`config.mk`:
```
export PLATFORM = sky130hd
export DESIGN_NAME = nibble_serial_adder
export DESIGN_NICKNAME = d
export VERILOG_FILES = /design/src/rtl/nsa_pkg.sv /design/src/rtl/nibble_serial_adder_lca.sv /design/src/rtl/nibble_serial_adder.sv
export SDC_FILE = /design/constraint.sdc
export NUM_CORES = 1
export LEC_CHECK = 0
export ABC_CLOCK_PERIOD_IN_PS = 5000
export BUFFER_PORTS_ARGS = -buffer_cell sky130_fd_sc_hd__buf_2
export CAP_MARGIN = 30
export CORE_MARGIN = 5
export CORE_UTILIZATION = 30
export DETAILED_ROUTE_END_ITERATION = 8
export PLACE_DENSITY = 0.58
export SYNTH_ARGS = -nofsm -noshare
export SYNTH_HDL_FRONTEND = slang
export SYNTH_SLANG_ARGS = --single-unit
```
`constraint.sdc`:
```
create_clock -name clk -period 5 [get_ports clk]
set_clock_uncertainty 0.05 [all_clocks]
set_input_delay 1 -clock clk [delete_from_list [all_inputs] [get_ports clk]]
set_output_delay 1 -clock clk [all_outputs]
set_load 0.02 [all_outputs]
```
`src/rtl/nsa_pkg.sv`:
```
// -----------------------------------------------------------------------------
// nsa_pkg -- shared definitions for the nibble-serial adder.
//
// Contents:
//   NIBBLE_W : width of one digit processed per RUN cycle (4 bits)
//   state_t  : control FSM states (IDLE, RUN, DONE)
// -----------------------------------------------------------------------------
package nsa_pkg;

  localparam int NIBBLE_W = 4;

  typedef enum logic [1:0] {
    IDLE = 2'd0,
    RUN  = 2'd1,
    DONE = 2'd2
  } state_t;

endpackage : nsa_pkg

```
`src/rtl/nibble_serial_adder_lca.sv`:
```
// -----------------------------------------------------------------------------
// lca -- 4-bit carry lookahead unit.
//
// Produces every bit's carry-out directly from propagate/generate terms, so
// a whole nibble resolves in one cycle without a ripple chain.
//
// Ports:
//   p    in  [3:0] propagate terms (a ^ b)
//   g    in  [3:0] generate terms  (a & b)
//   cin  in        carry into bit 0
//   c    out [3:0] carry out of each bit position
//   cout out       carry out of the nibble (same as c[3])
// -----------------------------------------------------------------------------
module lca
  import nsa_pkg::*;
(
  input  logic [NIBBLE_W-1:0] p,
  input  logic [NIBBLE_W-1:0] g,
  input  logic                cin,
  output logic [NIBBLE_W-1:0] c,
  output logic                cout
);

  assign c[0] = g[0] | (p[0] & cin);
  assign c[1] = g[1] | (p[1] & g[0]) | (p[1] & p[0] & cin);
  assign c[2] = g[2] | (p[2] & g[1]) | (p[2] & p[1] & g[0])
              | (p[2] & p[1] & p[0] & cin);
  assign c[3] = g[3] | (p[3] & g[2]) | (p[3] & p[2] & g[1])
              | (p[3] & p[2] & p[1] & g[0])
              | (p[3] & p[2] & p[1] & p[0] & cin);
  assign cout = c[3];

endmodule : lca

```
`src/rtl/nibble_serial_adder.sv`:
```
// -----------------------------------------------------------------------------
// nibble_serial_adder -- WIDTH-bit adder that processes one nibble per cycle.
//
// An accepted operation takes WIDTH/4 RUN cycles, least significant nibble
// first, then the result is held in DONE until the consumer takes it.
//
// Build option:
//   NSA_SUB_EN  when defined, adds port 'sub'; sub=1 computes a - b
//               (b inverted, carry-in forced to 1). Otherwise add only.
//
// Ports:
//   clk        in            clock, rising edge
//   rst        in            synchronous active-high reset
//   in_valid   in            operands presented
//   in_ready   out           block idle, can accept an operation
//   a, b       in  [WIDTH]   operands
//   cin        in            carry-in (ignored when subtracting)
//   sub        in            subtract select (NSA_SUB_EN only)
//   out_valid  out           result available
//   out_ready  in            consumer takes the result
//   sum        out [WIDTH]   result
//   cout       out           carry out of the MSB
//   ovf        out           two's-complement overflow
// -----------------------------------------------------------------------------
module nibble_serial_adder
  import nsa_pkg::*;
#(
  parameter int WIDTH = 32
) (
  input  logic             clk,
  input  logic             rst,
  input  logic             in_valid,
  output logic             in_ready,
  input  logic [WIDTH-1:0] a,
  input  logic [WIDTH-1:0] b,
  input  logic             cin,
`ifdef NSA_SUB_EN
  input  logic             sub,
`endif
  output logic             out_valid,
  input  logic             out_ready,
  output logic [WIDTH-1:0] sum,
  output logic             cout,
  output logic             ovf
);

  localparam int NIBBLES = WIDTH / NIBBLE_W;
  localparam int IDX_W   = $clog2(NIBBLES);
  localparam int BASE_W  = $clog2(WIDTH);
  localparam logic [IDX_W-1:0] LAST_IDX = IDX_W'(NIBBLES - 1);

  logic sub_sel;
`ifdef NSA_SUB_EN
  assign sub_sel = sub;
`else
  assign sub_sel = 1'b0;
`endif

  state_t             state_q, state_d;
  logic [WIDTH-1:0]   a_q, a_d;
  logic [WIDTH-1:0]   b_q, b_d;
  logic [WIDTH-1:0]   sum_q, sum_d;
  logic               carry_q, carry_d;
  logic               cout_q, cout_d;
  logic               ovf_q, ovf_d;
  logic [IDX_W-1:0]   idx_q, idx_d;

  // Bit offset of the nibble being processed this cycle.
  logic [BASE_W-1:0]   base;
  logic [NIBBLE_W-1:0] nib_p, nib_g, nib_c;
  logic                nib_cout;

  assign base  = BASE_W'(idx_q) * BASE_W'(NIBBLE_W);
  assign nib_p = a_q[base +: NIBBLE_W] ^ b_q[base +: NIBBLE_W];
  assign nib_g = a_q[base +: NIBBLE_W] & b_q[base +: NIBBLE_W];

  lca u_lca (
    .p    (nib_p),
    .g    (nib_g),
    .cin  (carry_q),
    .c    (nib_c),
    .cout (nib_cout)
  );

  // ---------------------------------------------------------------------------
  // FSM: state register
  // ---------------------------------------------------------------------------
  // NOTE: clocked state uses non-blocking assignments so every register
  // samples pre-edge values regardless of process evaluation order.
  always_ff @(posedge clk) begin
    if (rst) state_q <= IDLE;
    else     state_q <= state_d;
  end

  // ---------------------------------------------------------------------------
  // FSM: next state
  // ---------------------------------------------------------------------------
  // NOTE: every combinational output gets a default before the case, so no
  // path leaves it unassigned and no latch is inferred.
  always_comb begin
    state_d = state_q;
    unique case (state_q)
      IDLE:    if (in_valid) state_d = RUN;
      RUN:     if (idx_q == LAST_IDX) state_d = DONE;
      DONE:    if (out_ready) state_d = IDLE;
      default: state_d = IDLE;
    endcase
  end

  // ---------------------------------------------------------------------------
  // FSM: outputs
  // ---------------------------------------------------------------------------
  always_comb begin
    in_ready  = (state_q == IDLE);
    out_valid = (state_q == DONE);
  end

  // ---------------------------------------------------------------------------
  // Datapath next state. Operands are captured only in IDLE, so in_valid and
  // operand changes during RUN/DONE have no effect.
  // ---------------------------------------------------------------------------
  always_comb begin
    a_d     = a_q;
    b_d     = b_q;
    sum_d   = sum_q;
    carry_d = carry_q;
    cout_d  = cout_q;
    ovf_d   = ovf_q;
    idx_d   = idx_q;
    unique case (state_q)
      IDLE: begin
        if (in_valid) begin
          a_d     = a;
          b_d     = sub_sel ? ~b : b;
          carry_d = sub_sel | cin;
          idx_d   = '0;
          sum_d   = '0;
          cout_d  = 1'b0;
          ovf_d   = 1'b0;
        end
      end
      RUN: begin
        sum_d[base +: NIBBLE_W] = nib_p ^ {nib_c[NIBBLE_W-2:0], carry_q};
        carry_d = nib_cout;
        if (idx_q == LAST_IDX) begin
          // Index parks on the last nibble rather than wrapping.
          cout_d = nib_cout;
          ovf_d  = nib_c[NIBBLE_W-2] ^ nib_c[NIBBLE_W-1];
        end else begin
          idx_d = idx_q + IDX_W'(1);
        end
      end
      default: ;
    endcase
  end

  always_ff @(posedge clk) begin
    if (rst) begin
      a_q     <= '0;
      b_q     <= '0;
      sum_q   <= '0;
      carry_q <= 1'b0;
      cout_q  <= 1'b0;
      ovf_q   <= 1'b0;
      idx_q   <= '0;
    end else begin
      a_q     <= a_d;
      b_q     <= b_d;
      sum_q   <= sum_d;
      carry_q <= carry_d;
      cout_q  <= cout_d;
      ovf_q   <= ovf_d;
      idx_q   <= idx_d;
    end
  end

  assign sum  = sum_q;
  assign cout = cout_q;
  assign ovf  = ovf_q;

endmodule : nibble_serial_adder

```
======== After elaboration in Yosys (flattened, before gate mapping) ========
Index checks and enable logic that the tools add are counted.
cells by class
  muxes and demuxes ....................... 17
  shift operators ......................... 4
  add/sub/neg operators ................... 2
  reductions and logical operators ........ 7
  bitwise logic cells ..................... 30
  eq/ne operators ......................... 7
operators by type and width
  cell                      count
  $pmux W32 S2              1
  $shiftx A32 B6 Y4         2
  $bwmux W32                1
  $mux W32                  1
  $shift A4 B7 Y32 const A  1
  $shiftx A4 B7 Y32         1
  $and A1 B1 Y1             16
  $or A1 B1 Y1              10
  $reduce_and A3 Y1         3
  $xor A4 B4 Y4             2
  $neg A5 Y7                1
  $mux W2                   3
  $mux W3                   2
  $ne A2 B2 Y1 const B      3
  $pmux W1 S2               3
  $pmux W2 S3               1
  $pmux W3 S2               1
  $and A4 B4 Y4             1
  $mux W1                   4
  $reduce_and A2 Y1         2
  $add A3 B1 Y3 const B     1
  $eq A3 B3 Y1 const B      1
  $eq A2 B1 Y1 const B      1
  $eq A2 B2 Y1 const B      1
  other kinds (4)           4
storage, ports and cells
  register bits ........................... 104
  logic and storage cells ................. 75
  input bits .............................. 69

======== Logic depth before layout (Yosys ltp) ========
Gate-level depths: netlist of the first run.
  depth after elaboration ................. 10
  depth in mapped cells ................... 11

======== Cells and area by module ========
From an unflattened synthesis of the first run, not the netlist that was laid out.
second synthesis, totals
  cell total of the unflattened synthesis .. 496
  area total of the unflattened synthesis .. 4,719.5 µm²
modules (own cells, without submodules)
  module               area an instance (µm²)  cells each  times used
  nibble_serial_adder  4,673.2                 490         1
  lca                  46.3                    6           1

======== Worst setup path before layout of the first run ========
OpenSTA, ideal clock, no wires.
  path kind ............................... register to register
  from .................................... register idx_q[1]
  to ...................................... register sum_q[12] (netlist: sum[12])
  path buffers ............................ 2
  library setup time ...................... 0.065 ns
  data arrival time ....................... 2.669 ns
  clock period less this slack ............ 2.784 ns
  cell stages (with the launch flop) ...... 11
  setup slack ............................. 2.216 ns
  cells stage by stage .................... dfxtp_1 > buf_2 > buf_1 > mux4_2 > nand2_1 > nand2_1 > fa_1 > nand2b_1 > or3_1 > mux2_2 > nor2_1
between the ends
  longest elaborated chain between the ends .. 10
  elaborated cells on any way between the ends .. 25
ends and longest elaborated chain
  element                                                line                                                          source
  start: declaration                                     nibble_serial_adder.sv:66                                     logic [IDX_W-1:0] idx_q, idx_d;
  start signal: assignment                               nibble_serial_adder.sv:173                                    idx_q <= idx_d;
  $shiftx A32 B6 Y4                                      nibble_serial_adder.sv:74, nibble_serial_adder.sv:75
  $xor A4 B4 Y4 / $and A4 B4 Y4 (equally long branches)  nibble_serial_adder.sv:74, nibble_serial_adder.sv:75
  $and A1 B1 Y1, on equally long branches                nibble_serial_adder_lca.sv:26, nibble_serial_adder_lca.sv:27
  $or A1 B1 Y1 (tied with other cells)                   nibble_serial_adder_lca.sv:26                                 assign c[2] = g[2] | (p[2] & g[1]) | (p[2] & p[1] & g[0])
  $or A1 B1 Y1 / $and A1 B1 Y1 (equally long branches)   nibble_serial_adder_lca.sv:26, nibble_serial_adder_lca.sv:27
  $or A1 B1 Y1                                           nibble_serial_adder_lca.sv:27                                 | (p[2] & p[1] & p[0] & cin);
  $xor A4 B4 Y4                                          nibble_serial_adder.sv:143                                    sum_d[base +: NIBBLE_W] = nib_p ^ {nib_c[NIBBLE_W-2:0], carry_q};
  $shiftx A4 B7 Y32                                      nibble_serial_adder.sv:143
  $bwmux W32 *                                           nibble_serial_adder.sv:143
  $pmux W32 S2 *                                         nibble_serial_adder.sv:130                                    unique case (state_q)
  end signal: assignment                                 nibble_serial_adder.sv:169                                    sum_q <= sum_d;
  end: declaration                                       nibble_serial_adder.sv:62                                     logic [WIDTH-1:0] sum_q, sum_d;
Mark *: on every way between the ends. The rest lies on a longest branch, timed or not.
A chain may end at the register's enable or synchronous reset.

======== Worst setup path after layout of the first run ========
Ends and elaborated chain as after synthesis.

==> results of run 1 <==
metrics by stage:
step / instance area [um^2] / hold slack (ps) / power, mW / cells / setup WS (ps)
detailed placement: 5270 / 397 / 1.16 / 793 / 1770
finish: 5590 / 405 / 1.84 / 808 / 1790
CTS: 5570 / 406 / 1.86 / 807 / 1750
global route: 5590 / 422 / 1.92 / 808 / 1610
floorplan: 4640 / 383 / 1.08 / 532 / 2220
global placement: 5230 / 390 / 1.14 / 791 / 1580
state kept, by name, summed over array words and instances, names as in the netlist:
| signal | count |
|---|---|
| state_q | 2 |
| carry_q | 1 |
| ovf | 1 |
| a_q | 32 |
| idx_q | 3 |
| b_q | 32 |
| cout | 1 |
| sum | 32 |
routing by layer:
layer / track usage (%) / part of all wire [%] / vias up
met4: 4.41 / 1.7 / 0
li1: - / - / 2008
met3: 3.75 / 5.0 / 15
met5: 0 / 0 / -
met2: 24.5 / 48 / 104
met1: 18.1 / 45 / 1901
cell usage after synthesis, drive strengths merged (2+ instances only):
library cell / instances / share of area, %
xnor2: 2 / 0.38
nor3b: 3 / 0.84
a32o: 4 / 0.86
dfxtp: 104 / 45
nor2b: 5 / 0.67
nor3: 3 / 0.32
a21oi: 70 / 7.6
o31ai: 4 / 0.65
buf: 24 / 3.1
nand2: 169 / 14
a41oi: 4 / 0.76
nand3b: 2 / 0.32
clkinv: 2 / 0.16
nand4: 5 / 0.67
mux2: 5 / 1.2
inv: 4 / 0.32
a211oi: 4 / 0.65
nand3: 5 / 0.54
a32oi: 4 / 0.76
nor2: 28 / 2.3
clkbuf: 12 / 0.97
or3: 2 / 0.27
a22oi: 7 / 1.1
o21bai: 2 / 0.40
ha: 11 / 3.0
a311oi: 2 / 0.65
o21ai: 8 / 0.86
nand2b: 3 / 0.40
mux4: 16 / 7.8
a22o: 3 / 0.57
xor2: 2 / 0.38
layout make-up:
| type | instances | area [um^2] | share of cell area (%) |
|---|---|---|---|
| clock buffers | 10 | 239 | 4.27 |
| inverters | 6 | 22.5 | 0.403 |
| clock inverters | 4 | 55.1 | 0.984 |
| multi-input cells | 386 | 2340 | 41.9 |
| flip-flops and latches | 104 | 2080 | 37.2 |
| well taps | 188 | 235 | 4.20 |
| repair buffers | 110 | 616 | 11.0 |
tightest hold or removal path, cell delays in order, from the launching register on:
cell	delay, ps
dfxtp_1	310
nand2_1	50
a21oi_1	50
kinds of logic after synthesis:
| family | after synthesis | synth area share, % |
|---|---|---|
| buf+inv | 42 | 4.51 |
| mux | 22 | 9.20 |
| simple gates | 233 | 21.9 |
| flops | 104 | 44.9 |
| compound gates | 115 | 15.4 |
| xor+xnor | 4 | 0.756 |
| fa+ha+maj | 12 | 3.40 |
power groups by stage:
stage / Combinational (mW) / Clock, mW / Sequential (mW)
after floorplan: 0.178 / 0 / 0.898
after CTS: 0.249 / 0.720 / 0.891
after global routing: 0.279 / 0.748 / 0.894
final: 0.249 / 0.701 / 0.890
after detailed placement: 0.248 / 0 / 0.910
after global placement: 0.232 / 0 / 0.912
worst min path at each step:
stage | from | to | slack [ps] | depth (start not counted)
4_1_cts | a_q[9] | a_q[9] | 410 | 2
6_report | b_q[6] | b_q[6] | 410 | 2
5_1_grt | a_q[4] | a_q[4] | 420 | 2
3_3_place_gp | a_q[1] | a_q[1] | 390 | 2
3_5_place_dp | a_q[9] | a_q[9] | 400 | 2
2_1_floorplan | a_q[10] | a_q[10] | 380 | 2
==> results.toml, run 1 <==
[run_status]
status = "complete, no violations"

[placement]
numPortBuffers = 104
dp_hpwl_um = 9630
gp_congestion = 0.782

[detailed_routing]
drc_errors = 0
first_pass_iters = 4
wirelength_um = 12700
postRouteAntennaNets = 0
vias = 4028
vias_per_cell = 4.99
drt_iter0_drc = 207
wl_per_cell_um = 15.7

[pwr]
peakVddDrop_uv = 226
cellLeakagePower_nw = 2.26
p_switching_mw = 0.474
cellPowerDensity_nw_per_um2 = 329
combPwrFrac_pct = 13.5
pwr-share-seq_pct = 48.4
p_int_mw = 1.37
power.share.clock_pct = 38.1
p_sw_share_pct = 25.8

[synthesis]
synth_edf_count = 0
ys_seq_area_share_pct = 44.9
syn_inst = 532
synth-main-ff-cell = "dfxtp_1"
ys.warnings.count = 0
async_flop_share_pct = 0
synth_cell_types = 51
ys_ff_latch = 104
syn_area_um2 = 4640
syn-num-nets = 613
synth.avg_cell_area_um2 = 8.71

[setup_path]
r2r_cells = 8
cp_cell_sequence = "mux4_2, nand2_1, nand2_1, fa_1, nand2b_1, or3_1, mux2_2, nor2_1"
crit_required_ps = 5230
crit_arrival_ps = 3450
critPathCaptureType = "flop"
r2r_end = "sum[12]"
slowest_stage = "dfxtp_1"
crit_buf_inv = 0
cp_max_fo = 22
startpoint_type = "flop"
ff2ff_setup_slack_ps = 1790
crit_path_end = "sum[12]"
worst-path-stages = 8
cp_top_family = "flip-flops"
cpPeakStageDelay_ps = 980
crit_type = "reg2reg"
reg2reg_from = "idx_q[1]"
cp-startpoint = "idx_q[1]"
cp_common_cell = "nand2_1"

[layout]
layout_commonest_cell = "nand2_1"
layout_common_cells = "nand2_1, dfxtp_1, buf_2, a21oi_1, nor2_1"
antenna_cells = 0
syn2layout_area_growth_pct = 20.7
fin_util_pct = 36.8
fin_nets = 698
drive_gt1_share_pct = 24.4
fillers = 1622

[floorplanning]
die_area_um2 = 18000
die_w_um = 134
die_height_um = 134
row_count = 45
initial_core_util_pct = 30.5
core_area_um2 = 15200
num_io_pins = 105

[clock_network]
clkSinkCount = 104
cts_buffers = 9
clk_pin_slew_ps = 70
htree_levels = 3
cts_tree = "done"
cts.repair.resized = 0
insertion_delay_ps = 350
clock_path_buffers = 2
cts_root_buf = "clkbuf_16"
cts_hold_buf = 0
cts_setup_buffers = 0

[sta]
worst_pin_slew_ps = 994
final_hold_viol_count = 0
fin_crit_ps = 3210
finalMaxSlewViolations = 0
setup_tns_ps = 0
timing.slew.headroom_pct = 33.6
setup_violations = 0
min_period_over_period_pct = 64.3
fmax_ghz = 0.311
rsz0062_at_grt = "false"

[global_route]
antenna_found_initial = 0
grt_max_degree = 99
overflow = 0
track_usage_pct = 14.5
grt_pass1_vias = 4124
grt_pass1_wl_um = 20900

[hold_path]
hold_class = "reg2reg"

[flow_run]
max-cap-violations = 0
No activity file was read; power rests on OpenSTA's default activity.
==> inputs of run 2 (changes only) <==
ABC_CLOCK_PERIOD_IN_PS = 3100   (was 5000)
clock period = 3.1 ns   (was 5 ns; I/O delays follow)
==> run 2 against run 1 <==
Net effect: fmax grew 15%; design area down 0.40%; sequential share of layout area is 0.15 points higher; total power is 59% higher; critical path type unchanged.
==> results.toml, run 2 (synthesis results as in run 1) <==
[run_status]
status = "complete, no violations"

[sta]
rsz0062_at_grt = "false"
finalMaxSlewViolations = 0
min_period_over_period_pct = 90.5
setup_tns_ps = 0
final_hold_viol_count = 0
worst_pin_slew_ps = 845
setup_violations = 0
hold_slack_ps = 405
fmax_ghz = 0.356
setup_slack_ps = 295
fin_crit_ps = 2810
timing.slew.headroom_pct = 43.7

[setup_path]
ff2ff_setup_slack_ps = 290
crit_type = "reg2reg"
cp_common_cell = "nand2_1"
crit_path_end = "sum[31]"
cp_cell_sequence = "buf_4, mux4_2, nand2_1, nand2_1, ha_1, a211oi_1, o21bai_2, xor2_1, a32o_1"
startpoint_type = "flop"
cpPeakStageDelay_ps = 540
r2r_cells = 9
crit_required_ps = 3340
r2r_end = "sum[31]"
critPathCaptureType = "flop"
reg2reg_from = "idx_q[0]"
cp_max_fo = 12
slowest_stage = "mux4_2"
cp-startpoint = "idx_q[0]"
crit_arrival_ps = 3040

[layout]
multiInputGateArea_um2 = 2350
seqCellArea_um2 = 2080
fin_nets = 701
fillers = 1626
layout_commonest_cell = "nand2_1"
layout_common_cells = "nand2_1, dfxtp_1, buf_2, a21oi_1, nor2_1"
drive_gt1_share_pct = 24.9
stdcell_area_um2 = 5570
syn2layout_area_growth_pct = 20.2

[global_route]
grt_max_degree = 67
antenna_found_initial = 1
overflow = 0
track_usage_pct = 14.2
grt_pass1_wl_um = 20300
grt_pass1_vias = 4068

[floorplanning]
initial_core_util_pct = 30.5
die_area_um2 = 18000
core_area_um2 = 15200
die_w_um = 134
die_height_um = 134
num_io_pins = 105
row_count = 45

[flow_run]
max-cap-violations = 0

[detailed_routing]
first_pass_iters = 4
wirelength_um = 12700
wl_per_cell_um = 15.7
vias = 4068
vias_per_cell = 5.01
postRouteAntennaNets = 0
drc_errors = 0
drt_iter0_drc = 257

[clock_network]
insertion_delay_ps = 350
cts_root_buf = "clkbuf_16"
cts_tree = "done"
htree_levels = 3
clock_path_buffers = 2
cts_buffers = 9
clk_pin_slew_ps = 70
cts_hold_buf = 0
cts_setup_buffers = 0
clkSinkCount = 104

[placement]
pre_cts_slack_ps = 270
dp_hpwl_um = 9550
gp_congestion = 0.822
numPortBuffers = 104
postPlaceCellArea_um2 = 5290

[hold_path]
hp-start = "sum[24]"
hold_class = "reg2reg"

[pwr]
cellLeakagePower_nw = 2.26
cellPowerDensity_nw_per_um2 = 524
peakVddDrop_uv = 299
## run 2: cell types whose count changed in the layout (fill, tap and decap cells not counted), sizes merged
cell      previous run  this run
buf                110       113
clkinv               4         2
bufinv               1         0
clkbuf              10        11
clkinvlp             0         1
diode                0         1
inv                  5         6
## run 2: critical path, delay by kind of cell, from the launching register on
kind	cells	cell delay, ps
XOR/XNOR	1	350
AND/OR/NAND/NOR	2	200
AO/OA/AOI/OAI	3	670
adder cells (fa/ha/maj)	1	340
flip-flops	1	340
multiplexers	1	540
buffers and inverters	1	260
## run 2: final cells by class
type,count,share of cell area [%]
Timing Repair Buffer,113,10.8
Inverter,6,0.404
Antenna cell,1,0.0449
Sequential cell,104,37.4
Clock buffer,11,4.54
Tap cell,188,4.22
Multi-Input combinational cell,386,42.2
Clock inverter,3,0.449
## run 2: timing repair
| item | in CTS | in global routing |
|---|---|---|
| gates resized for setup | 0 | 1 |
| setup endpoints to repair | 0 | 1 |
| hold endpoints to repair | 0 | 0 |
## run 2: report_power, final
group          internal [mW]  switching [mW]
registers               1.39          0.0355
logic                  0.163           0.246
clock network          0.586           0.493
total                   2.14           0.774
## run 2: per-layer routing
metal	wire (um)	vias to the layer above	track usage, %
met5	0	-	0
met4	219	0	5.09
met3	691	12	3.45
met2	6180	114	23.7
met1	5630	1929	17.8
li1	-	2013	-
## run 2: worst min path at each step
| stage | cells past startpoint | endpoint | slack [ps] |
|---|---|---|---|
| 3_3_place_gp | 2 | sum[24] | 390 |
| 6_report | 2 | sum[24] | 400 |
| 2_1_floorplan | 2 | a_q[10] | 380 |
| 4_1_cts | 2 | b_q[19] | 410 |
| 5_1_grt | 2 | a_q[17] | 420 |
| 3_5_place_dp | 2 | b_q[19] | 400 |
## run 2: metrics by stage
stage                     cells  total power [mW]  util, %
final                       812              2.92     36.7
after global routing        812              3.05     36.7
after CTS                   811              2.95     36.6
after detailed placement    797              1.87     34.8
after global placement      797              1.86     34.8
after floorplan             532              1.73        -
==> inputs of run 3 (changes only) <==
ABC_AREA = 1   (was not set)
==> run 3 against run 2 <==
Net effect: wire length down 1.8%; clock-buffer cell count unchanged; first-iteration DRC count up 23%.
==> results.toml, run 3 <==
[run_status]
status = "complete, no violations"

[synthesis]
post-synth-top-count-cell = "nor2_1"
synth_cell_types = 33
synth.avg_cell_area_um2 = 7.28
ys.warnings.count = 0
synth_edf_count = 0
yosys-top-cells-area = "dfxtp_1, nor2_1, o21ai_0"
async_flop_share_pct = 0
synth_top_area_cell = "dfxtp_1"
synth.top_cell.area_share_pct = 43.8
syn_inst = 652
synth-main-ff-cell = "dfxtp_1"
syn_area_um2 = 4750
synthTopCellsByCount = "nor2_1, dfxtp_1, o21ai_0"
syn-num-nets = 733
ys_ff_latch = 104
ys_seq_area_share_pct = 43.8

[sta]
final_hold_viol_count = 0
hold_slack_ps = 409
fmax_ghz = 0.394
min_period_over_period_pct = 81.8
rsz0062_at_grt = "false"
fin_crit_ps = 2540
setup_slack_ps = 563
timing.slew.headroom_pct = 47.9
setup_violations = 0
setup_tns_ps = 0
worst_pin_slew_ps = 782
finalMaxSlewViolations = 0

[setup_path]
slowest_stage = "dfxtp_1"
r2r_cells = 10
startpoint_type = "flop"
critPathCaptureType = "flop"
cp_cell_sequence = "buf_4, o21ai_0, o21ai_0, a21oi_1, a31oi_1, ha_1, nand4_1, nand3_1, nand4_1, a21oi_1"
cpPeakStageDelay_ps = 400
crit_required_ps = 3270
crit_arrival_ps = 2710
crit_type = "reg2reg"
cp_max_fo = 23

[detailed_routing]
wl_per_cell_um = 13.0
vias = 4370
drt_iter0_drc = 316
wirelength_um = 12500
postRouteAntennaNets = 0
vias_per_cell = 4.56
drc_errors = 0
first_pass_iters = 4

[placement]
postPlaceCellArea_um2 = 5410
pre_cts_slack_ps = 554
numPortBuffers = 104
gp_congestion = 0.818
dpl.cell_count = 942
dp_hpwl_um = 9310

[clock_network]
cts.repair.resized = 0
cts_tree = "done"
clkSinkCount = 104
cts_root_buf = "clkbuf_16"
cts_setup_buffers = 0
cts_buffers = 9
htree_levels = 3
clk_pin_slew_ps = 70
clock_path_buffers = 2
insertion_delay_ps = 350
cts_hold_buf = 0

[global_route]
grt_pass1_vias = 4183
antenna_found_initial = 0
overflow = 0
track_usage_pct = 14.0
use_met2_pct = 22.1
grt_util_met1_pct = 19.5
use_met3_pct = 2.85
grt.busiest_layer = "met2"
grt_max_degree = 74
grt_pass1_wl_um = 20800

[layout]
fin_cells = 958
layout_common_cells = "nor2_1, dfxtp_1, buf_2, o21ai_0, nand2_1"
seqCellArea_um2 = 2080
fin_util_pct = 36.3
fillers = 1739
syn2layout_area_growth_pct = 20.2
multiInputGateArea_um2 = 2380
drive_gt1_share_pct = 21.3
stdcell_area_um2 = 5710
layout_commonest_cell = "nor2_1"
fin_nets = 818
antenna_cells = 0

[pwr]
peakVddDrop_uv = 263
cellPowerDensity_nw_per_um2 = 553
power_mw = 3.16
cellLeakagePower_nw = 2.48

[floorplanning]
core_area_um2 = 15700
die_height_um = 136
die_area_um2 = 18400
initial_core_util_pct = 30.2
num_io_pins = 105
row_count = 46
die_w_um = 136

[flow_run]
max-cap-violations = 0

[hold_path]
hold_class = "reg2reg"
min_path_cells = 2
run 3: changes by cell type after synthesis, moves of 12 or more:
cell and delta:
nor2_1 +158, nand2_1 -96, o21ai_0 +91, a21oi_1 -28, nand3_1 +17, mux4_2 -16
inv_1 +12
run 3: kinds of logic (layout without fill, tap and decap cells):
group | count (synthesis) | after routing | share of synthesized area, %
AOI/OAI and AO/OA | 157 | 157 | 17.1
xor gates and xnor gates | 1 | 1 | 0.184
and+or+nand+nor | 318 | 318 | 29.5
adders and majority gates | 12 | 12 | 3.32
buffers and inverters | 60 | 150 | 6.03
DFF | 104 | 104 | 43.8
run 3: final timing paths:
path	startpoint	to	slack, ps
min	sum[8]	sum[8]	410
max reg2reg	idx_q[0]	sum[11]	560
max	idx_q[0]	sum[11]	560
min reg2reg	sum[8]	sum[8]	410
run 3: cell type report:
class	instances	share of cell area, %
Inverter	23	1.60
Clock inverter	5	0.943
Clock buffer	11	4.25
Timing Repair Buffer	111	10.3
Sequential cell	104	36.5
Tap cell	216	4.74
Multi-Input combinational cell	488	41.7
run 3: per-layer routing:
layer / vias to the layer above / part of all wire (%)
li1: 2322 / -
met1: 1937 / 49
met2: 97 / 45
met3: 14 / 4.8
met4: 0 / 1.6
met5: - / 0
run 3: where the power goes:
part           leakage, nW  internal [mW]  switching [mW]  total [mW]
clock network        0.150          0.647           0.491        1.14
logic                 1.48          0.190           0.365       0.554
registers            0.854           1.42          0.0495        1.47
run 3: critical path, delay by kind of cell, from the launching register on:
family / cells / cell delay [ps]
adders and majority gates: 1 / 320
buffers and inverters: 1 / 280
and+or+nand+nor: 3 / 640
DFF: 1 / 400
AOI/OAI and AO/OA: 5 / 720
